==> src/rtl/seg7_frame_decoder.sv <==
// Seven-segment frame decoder: turns a stream of segment patterns (abcdefg)
// back into BCD codes, packs DIGITS of them into one frame, flags frames
// containing illegal patterns and keeps a saturating illegal-pattern count.
module seg7_frame_decoder #(
    parameter int DIGITS = 4,
    parameter int CNT_W  = 8
) (
    input  logic                  clk,
    input  logic                  rst_n,
    input  logic [6:0]            seg_in,
    input  logic                  in_first,
    input  logic                  in_valid,
    output logic                  in_ready,
    output logic [4*DIGITS-1:0]   bcd_out,
    output logic                  frame_err,
    output logic                  out_valid,
    input  logic                  out_ready,
    output logic                  resync,
    output logic [CNT_W-1:0]      err_count
);

    localparam int IDX_W = (DIGITS > 1) ? $clog2(DIGITS) : 1;
    localparam logic [IDX_W-1:0] LAST_IDX = IDX_W'(DIGITS - 1);

    typedef enum logic {
        COLLECT = 1'b0,
        OUTPUT  = 1'b1
    } state_t;

    state_t                state_q, state_d;
    logic [IDX_W-1:0]      idx_q, idx_d;
    logic [4*DIGITS-1:0]   asm_q, asm_d;     // frame under assembly
    logic                  acc_err_q, acc_err_d;
    logic [4*DIGITS-1:0]   bcd_q, bcd_d;     // last completed frame
    logic                  ferr_q, ferr_d;
    logic                  resync_q, resync_d;
    logic [CNT_W-1:0]      cnt_q, cnt_d;

    logic [3:0]            code;
    logic                  illegal;
    logic                  restart;
    logic [IDX_W-1:0]      slot;
    logic                  err_now;

    // Segment pattern to BCD code; blank maps to 4'hA, anything unknown to 4'hF.
    always_comb begin
        // NOTE: every always_comb output gets a default first so no path
        // leaves it unassigned, which would otherwise infer a latch.
        code    = 4'hF;
        illegal = 1'b0;
        case (seg_in)
            7'b1111110: code = 4'h0;
            7'b0110000: code = 4'h1;
            7'b1101101: code = 4'h2;
            7'b1111001: code = 4'h3;
            7'b0110011: code = 4'h4;
            7'b1011011: code = 4'h5;
            7'b1011111: code = 4'h6;
            7'b1110000: code = 4'h7;
            7'b1111111: code = 4'h8;
            7'b1111011: code = 4'h9;
            7'b0000000: code = 4'hA;
            default: begin
                code    = 4'hF;
                illegal = 1'b1;
            end
        endcase
    end

    // Next-state logic: digit collection, restart on in_first, frame hand-off.
    always_comb begin
        state_d   = state_q;
        idx_d     = idx_q;
        asm_d     = asm_q;
        acc_err_d = acc_err_q;
        bcd_d     = bcd_q;
        ferr_d    = ferr_q;
        resync_d  = 1'b0;
        cnt_d     = cnt_q;
        restart   = 1'b0;
        slot      = idx_q;
        err_now   = acc_err_q;

        case (state_q)
            COLLECT: begin
                if (in_valid) begin
                    // A first-digit marker mid-frame throws away the partial
                    // frame and reuses this digit as slot 0 of a fresh one.
                    restart  = in_first && (idx_q != '0);
                    slot     = restart ? '0 : idx_q;
                    resync_d = restart;
                    // Error flag starts fresh whenever this digit opens a frame.
                    err_now  = illegal || (acc_err_q && (slot != '0));

                    for (int k = 0; k < DIGITS; k++) begin
                        if (int'(slot) == DIGITS - 1 - k) begin
                            asm_d[k*4 +: 4] = code;
                        end
                    end

                    if (illegal && (cnt_q != '1)) begin
                        cnt_d = cnt_q + CNT_W'(1);
                    end

                    if (slot == LAST_IDX) begin
                        bcd_d     = asm_d;
                        ferr_d    = err_now;
                        acc_err_d = 1'b0;
                        idx_d     = '0;
                        state_d   = OUTPUT;
                    end else begin
                        acc_err_d = err_now;
                        idx_d     = slot + IDX_W'(1);
                    end
                end
            end
            OUTPUT: begin
                if (out_ready) begin
                    state_d = COLLECT;
                end
            end
            default: state_d = COLLECT;
        endcase
    end

    // State and datapath registers with synchronous active-low reset.
    always_ff @(posedge clk) begin
        // NOTE: sequential state uses non-blocking assignments so all
        // registers update together from values sampled before the edge.
        if (!rst_n) begin
            state_q   <= COLLECT;
            idx_q     <= '0;
            // NOTE: the assembly buffer is reset only to keep simulation free
            // of X; every slot is rewritten before a frame is ever presented.
            asm_q     <= '0;
            acc_err_q <= 1'b0;
            bcd_q     <= '0;
            ferr_q    <= 1'b0;
            resync_q  <= 1'b0;
            cnt_q     <= '0;
        end else begin
            state_q   <= state_d;
            idx_q     <= idx_d;
            asm_q     <= asm_d;
            acc_err_q <= acc_err_d;
            bcd_q     <= bcd_d;
            ferr_q    <= ferr_d;
            resync_q  <= resync_d;
            cnt_q     <= cnt_d;
        end
    end

    // Handshake outputs come straight from registered state, so in_ready
    // never follows out_ready combinationally.
    assign in_ready  = (state_q == COLLECT);
    assign out_valid = (state_q == OUTPUT);
    assign bcd_out   = bcd_q;
    assign frame_err = ferr_q;
    assign resync    = resync_q;
    assign err_count = cnt_q;

endmodule
==> config.mk <==
export PLATFORM = sky130hd
export DESIGN_NAME = seg7_frame_decoder
export DESIGN_NICKNAME = d
export VERILOG_FILES = /design/src/rtl/seg7_frame_decoder.sv
export SDC_FILE = /design/constraint.sdc
export NUM_CORES = 1
export LEC_CHECK = 0
export CAP_MARGIN = 15
export CORE_ASPECT_RATIO = 2
export CORE_MARGIN = 2
export CORE_UTILIZATION = 55
export CTS_CLUSTER_SIZE = 24
export DETAILED_ROUTE_END_ITERATION = 10
export PLACE_DENSITY = 0.91
export SYNTH_ARGS = -nofsm -noshare
export SYNTH_HDL_FRONTEND = slang
export SYNTH_SLANG_ARGS = --single-unit
export TNS_END_PERCENT = 30
==> constraint.sdc <==
create_clock -name clk -period 5.4 [get_ports clk]
set_clock_uncertainty 0.2 [all_clocks]
set_input_delay 1.35 -clock clk [delete_from_list [all_inputs] [get_ports clk]]
set_output_delay 1.35 -clock clk [all_outputs]
set_load 0.005 [all_outputs]
# Word level (Yosys, flattened, before mapping)
# Cells that the tools add are included.
# W data, S select, Z words.
[word_totals]
regBits = 46
inputBits = 12
out_inout_bits = 28
wordCells = 54
[op_classes]
n_addsub = 2
eq_ne = 15
muxes = 13
n_bitwise = 3
reduce_logical = 13
[ops]
columns = ["op", "count"]
rows = [
  ["$eq A7 B7 Y1 const B", 8],
  ["$pmux W4 S11", 1],
  ["$mux W4", 4],
  ["$eq A7 B6 Y1 const B", 2],
  ["$reduce_or A11 Y1", 1],
  ["$add A8 B1 Y8 const B", 1],
  ["$ne A8 B8 Y1 const B", 1],
  ["$logic_not A7 Y1", 1],
  ["$eq A2 B2 Y1 const B", 3],
  ["$reduce_and A3 Y1", 2],
  ["$mux W1", 5],
  ["$mux W2", 2],
  ["$reduce_bool A2 Y1", 2],
  ["$logic_and A1 B1 Y1", 3],
  ["$not A1 Y1", 3],
  ["$reduce_or A3 Y1", 1],
  ["$add A2 B1 Y2 const B", 1],
  ["$eq A2 B1 Y1 const B", 1],
  ["$logic_not A2 Y1", 1],
  ["$pmux W1 S2", 1],
  ["$reduce_and A2 Y1", 1],
  ["$logic_or A1 B1 Y1", 1],
]

# Logic depth before layout (Yosys ltp)
[depth]
ltp_word = 7
ltp_mapped = 8
depth_no_buf = 7

# Least setup slack after synthesis
# Ideal clock, no wire load.
[synth_timing]
kind = "input-to-reg"
from = "in seg_in[2]"
to = "reg cnt_q[5], in the netlist err_count[5]"
setup_time_ns = 0.072
arrival_time_ns = 2.786
required_time_ns = 5.128
path_slack_ns = 2.343
cell_stages = 8
n_path_buf = 2
cell_sequence = "buf_6 -> or3_1 -> o31ai_1 -> o221a_4 -> buf_6 -> nor3_4 -> nand4_1 -> mux2i_1"
[synth_via]
elab_chain_len = 5
elab_cells_between_ends = 15
cone_classes = "eq/ne: 10; mux: 1; reduce/logical: 4"
[synth_lines]
columns = ["item", "line_no", "text"]
rows = [
  ["start: declaration", "10", "input logic [6:0] seg_in,"],
  ["$eq A7 B7 Y1 (tied with other cells)", "51", "case (seg_in)"],
  ["$reduce_or A11 Y1 (no line) *", "-", ""],
  ["$mux W1 *", "51", ""],
  ["$logic_and A1 B1 Y1 *", "101", "if (illegal && (cnt_q != '1)) begin"],
  ["$reduce_and A3 Y1 (no line) *", "-", ""],
  ["end signal: assignment", "149", "cnt_q <= cnt_d;"],
  ["end: declaration", "37", "logic [CNT_W-1:0] cnt_q, cnt_d;"],
]
# Mark *: on every way between the ends. The rest lies on a longest branch, timed or not.
# A chain may end at the register's enable or synchronous reset.

# Worst setup path after layout
[layout_timing]
from = "in seg_in[2]"
to = "reg bcd_q[12], in the netlist bcd_out[12]"
[layout_via]
elab_chain_len = 3
elab_cells_between_ends = 13
cone_classes = "eq/ne: 10; mux: 2; reduce/logical: 1"
[layout_lines]
columns = ["item", "line_no", "text"]
rows = [
  ["$eq A7 B7 Y1 (tied with other cells)", "51", ""],
  ["$pmux W4 S11 *", "51", ""],
  ["$mux W4 *", "96", "if (int'(slot) == DIGITS - 1 - k) begin"],
  ["end signal: assignment", "137", "bcd_q <= '0;"],
  ["end signal: assignment", "146", "bcd_q <= bcd_d;"],
  ["end: declaration", "34", "logic [4*DIGITS-1:0] bcd_q, bcd_d;"],
]
# Marked as above.

==> results.md <==
* Status: finished, final reports clean
* Initial antenna violation count at 0
* Met1 Use GR at 0.290
* Inst Count DP at around 320
* Global route hottest layer: met2
* Total power at approximately 0.60 mW
* Number of port buffers at 39
* Hold/Removal Path Class: reg2reg
* Final hold vios at 0
* Unrepaired setup endpoints after global routing: no
* Clock latency on the worst-skew pair at 300 ps
* Post-CTS resize count at 0
* Slew Viols, Final at 0
* WP data arrival at between 3000 and 4000 ps
* Crit path max fanout at 12
* Chip Height at approximately 91 um
* Residual DRC at 0
* Worst slew margin at 0.465
* Number of global-route vias before repair at 1806
* TNS Setup at 0 ps
* CTS tree: yes
* Fmax at about 290 MHz
* Antenna cells at 0
* Seq cells post-synth at 42
* CORE AREA at 3650 um^2
* Worst-path clk slew at around 90 ps
* Pwr per Cell Area at about 240 nW/um^2
* Register area share after synthesis at 0.400
* Placer Congestion at 0.798
* Post-synth EDFFs at 0
* Site row count at 31
* Die width at roughly 48 um
* Endpoint class of the critical path: flop
* Area grow syn2layout at 21.8%
* Dominant synthesized flop cell: dfxtp_1
* Total Routing Usage GR at 0.247
* Tcrit/Tclk final at 0.646
* Clk root buf: clkbuf_8
* Startpoint class of the critical path: input port
* CTS max path bufs at 2
* CP required at 5380 ps
* WL final at around 4800 um
* Initial DRC Count at 66
* Fin cells at ~330
* Overflow after GRT at 0
* Hold path depth at 2
* DR pass1 iterations at 4
* Post-Syn Area at 2100 um^2
* Hold Buf Count CTS at 0
* Avg Inst Size Synth at between 8 and 9 um^2
* Layout Nets at about 300
* Post CTS Setup Buffer Count at 0
* # clock sinks at 42
* Unique masters post-synth at 45
* Initial core utilization at 0.577
* Vias after detailed routing at around 1.9k
* Full die area at 4360 um^2
* GR Util met3 at 0.0557
* Critical path class: in2reg
* Synth warn at 0
* Worst reg2reg path depth at 7
* Met2 GRT Util at 0.401
* Boundary Pins at 40
* Syn_nets at roughly 270
* First-pass GRT wire length at 8040 um
* Vias per inst at about 5.8
* Detail Route Antenna Nets at 0
* Synthesized instance count at 250
* Hpwl dp at 3420 um
* FFs w/ async S/R, synth at 0
* Clock buffer count from CTS at 5
* Worst Max-Slew Pin Slew at 802 ps
* Fin crit period at 3490 ps
* Max Cap Viol at 0
* Worst VDD drop at about 0.00029 V
* DR WL/cell at about 15 um
* H-tree levels at 2
* Layout cells sized above 1 at 0.0719
* Largest net degree at the start of global routing at 34
* Leakage at around 0.96 nW
* Setup Viol. Count Final at 0
-- cells in the final DEF (no fill, tap or decap), types with 6 or more instances in the layout --
| cell type | instances |
|---|---|
| nor2_1 | 27 |
| nand3_1 | 14 |
| dfxtp_1 | 42 |
| nand2b_1 | 6 |
| o21ai_0 | 20 |
| a21oi_1 | 18 |
| nand2_1 | 18 |
| inv_1 | 7 |
| mux2i_1 | 10 |
| clkdlybuf4s50_1 | 39 |
| nand4_1 | 6 |
-- per-layer routing --
metal  part of all wire  vias to the layer above
met5                  0                        -
met3              0.042                       11
li1                   -                      943
met1               0.39                      883
met4              0.022                        0
met2               0.55                       54
-- cells in the mapped netlist, drive strengths merged, types with 2 or more instances --
cell    count  area (um^2)
a211oi      4         30.0
a21oi      18         90.1
a31oi       5         46.3
and2        5         31.3
and3        4         25.0
buf         8         51.3
clkbuf     13         48.8
dfxtp      42          841
ha          5         62.6
inv         7         26.3
mux2i      10          100
nand2      18         67.6
nand2b      6         37.5
nand3      14         70.1
nand4       6         37.5
nor2       27          101
nor2b       2         12.5
nor3        6         52.6
nor4        5         31.3
nor4b       3         32.5
o21ai      23          130
or3         2         12.5
xnor2       3         26.3
-- report_power, final --
| part | internal, mW | switching, mW | total, mW |
|---|---|---|---|
| Combinational | 0.0306 | 0.0412 | 0.0718 |
| Clock | 0.0924 | 0.117 | 0.209 |
| Sequential | 0.318 | 0.00539 | 0.323 |
-- through the flow --
step	setup WS (ps)	hold slack, ps	cell area [um^2]	util
after global placement	1640	249	2470	0.677
after CTS	1920	263	2560	0.703
after global routing	1690	279	2560	0.703
after floorplan	2340	253	2100	-
after detailed placement	1590	252	2470	0.677
final	1910	260	2560	0.703
-- cell type report --
class	count	area [um^2]
flip-flops and latches	42	841
clock buffers	5	68.8
inverters	7	26.3
well taps	49	61.3
clock inverters	3	23.8
multi-input cells	180	1140
fillers	301	1080
repair buffers	41	405
-- logic make-up (layout without fill, tap and decap cells) --
logic type | after synthesis | after routing | share of synthesized area
and+or+nand+nor | 101 | 101 | 0.255
xor gates and xnor gates | 3 | 3 | 0.0125
DFF | 42 | 42 | 0.400
adders and majority gates | 5 | 5 | 0.0297
buffers and inverters | 28 | 56 | 0.0601
AOI/OAI and AO/OA | 60 | 60 | 0.190
muxes | 11 | 11 | 0.0529
-- final timing paths --
path	endpoint	start	slack, ps
worst min-delay path	bcd_out[2]	bcd_out[2]	260
worst max register to register	bcd_out[15]	idx_q[0]	3120
worst min register to register	bcd_out[2]	bcd_out[2]	260
worst max-delay path	bcd_out[12]	seg_in[2]	1910
-- flip-flops by register name (all words and copies together), names as in the netlist --
register,cells
idx_q,2
asm_q,12
bcd_out,16
err_count,8
frame_err,1
out_valid,1
acc_err_q,1
resync,1
-- critical path, cell delays in order --
cell and delay [ps]:
clkdlybuf4s50_1 580, or3_1 450, o31ai_1 250, o221a_4 340
nor3_4 90, a31oi_4 260, o211ai_1 140
Power figures use the tool's default switching activity.
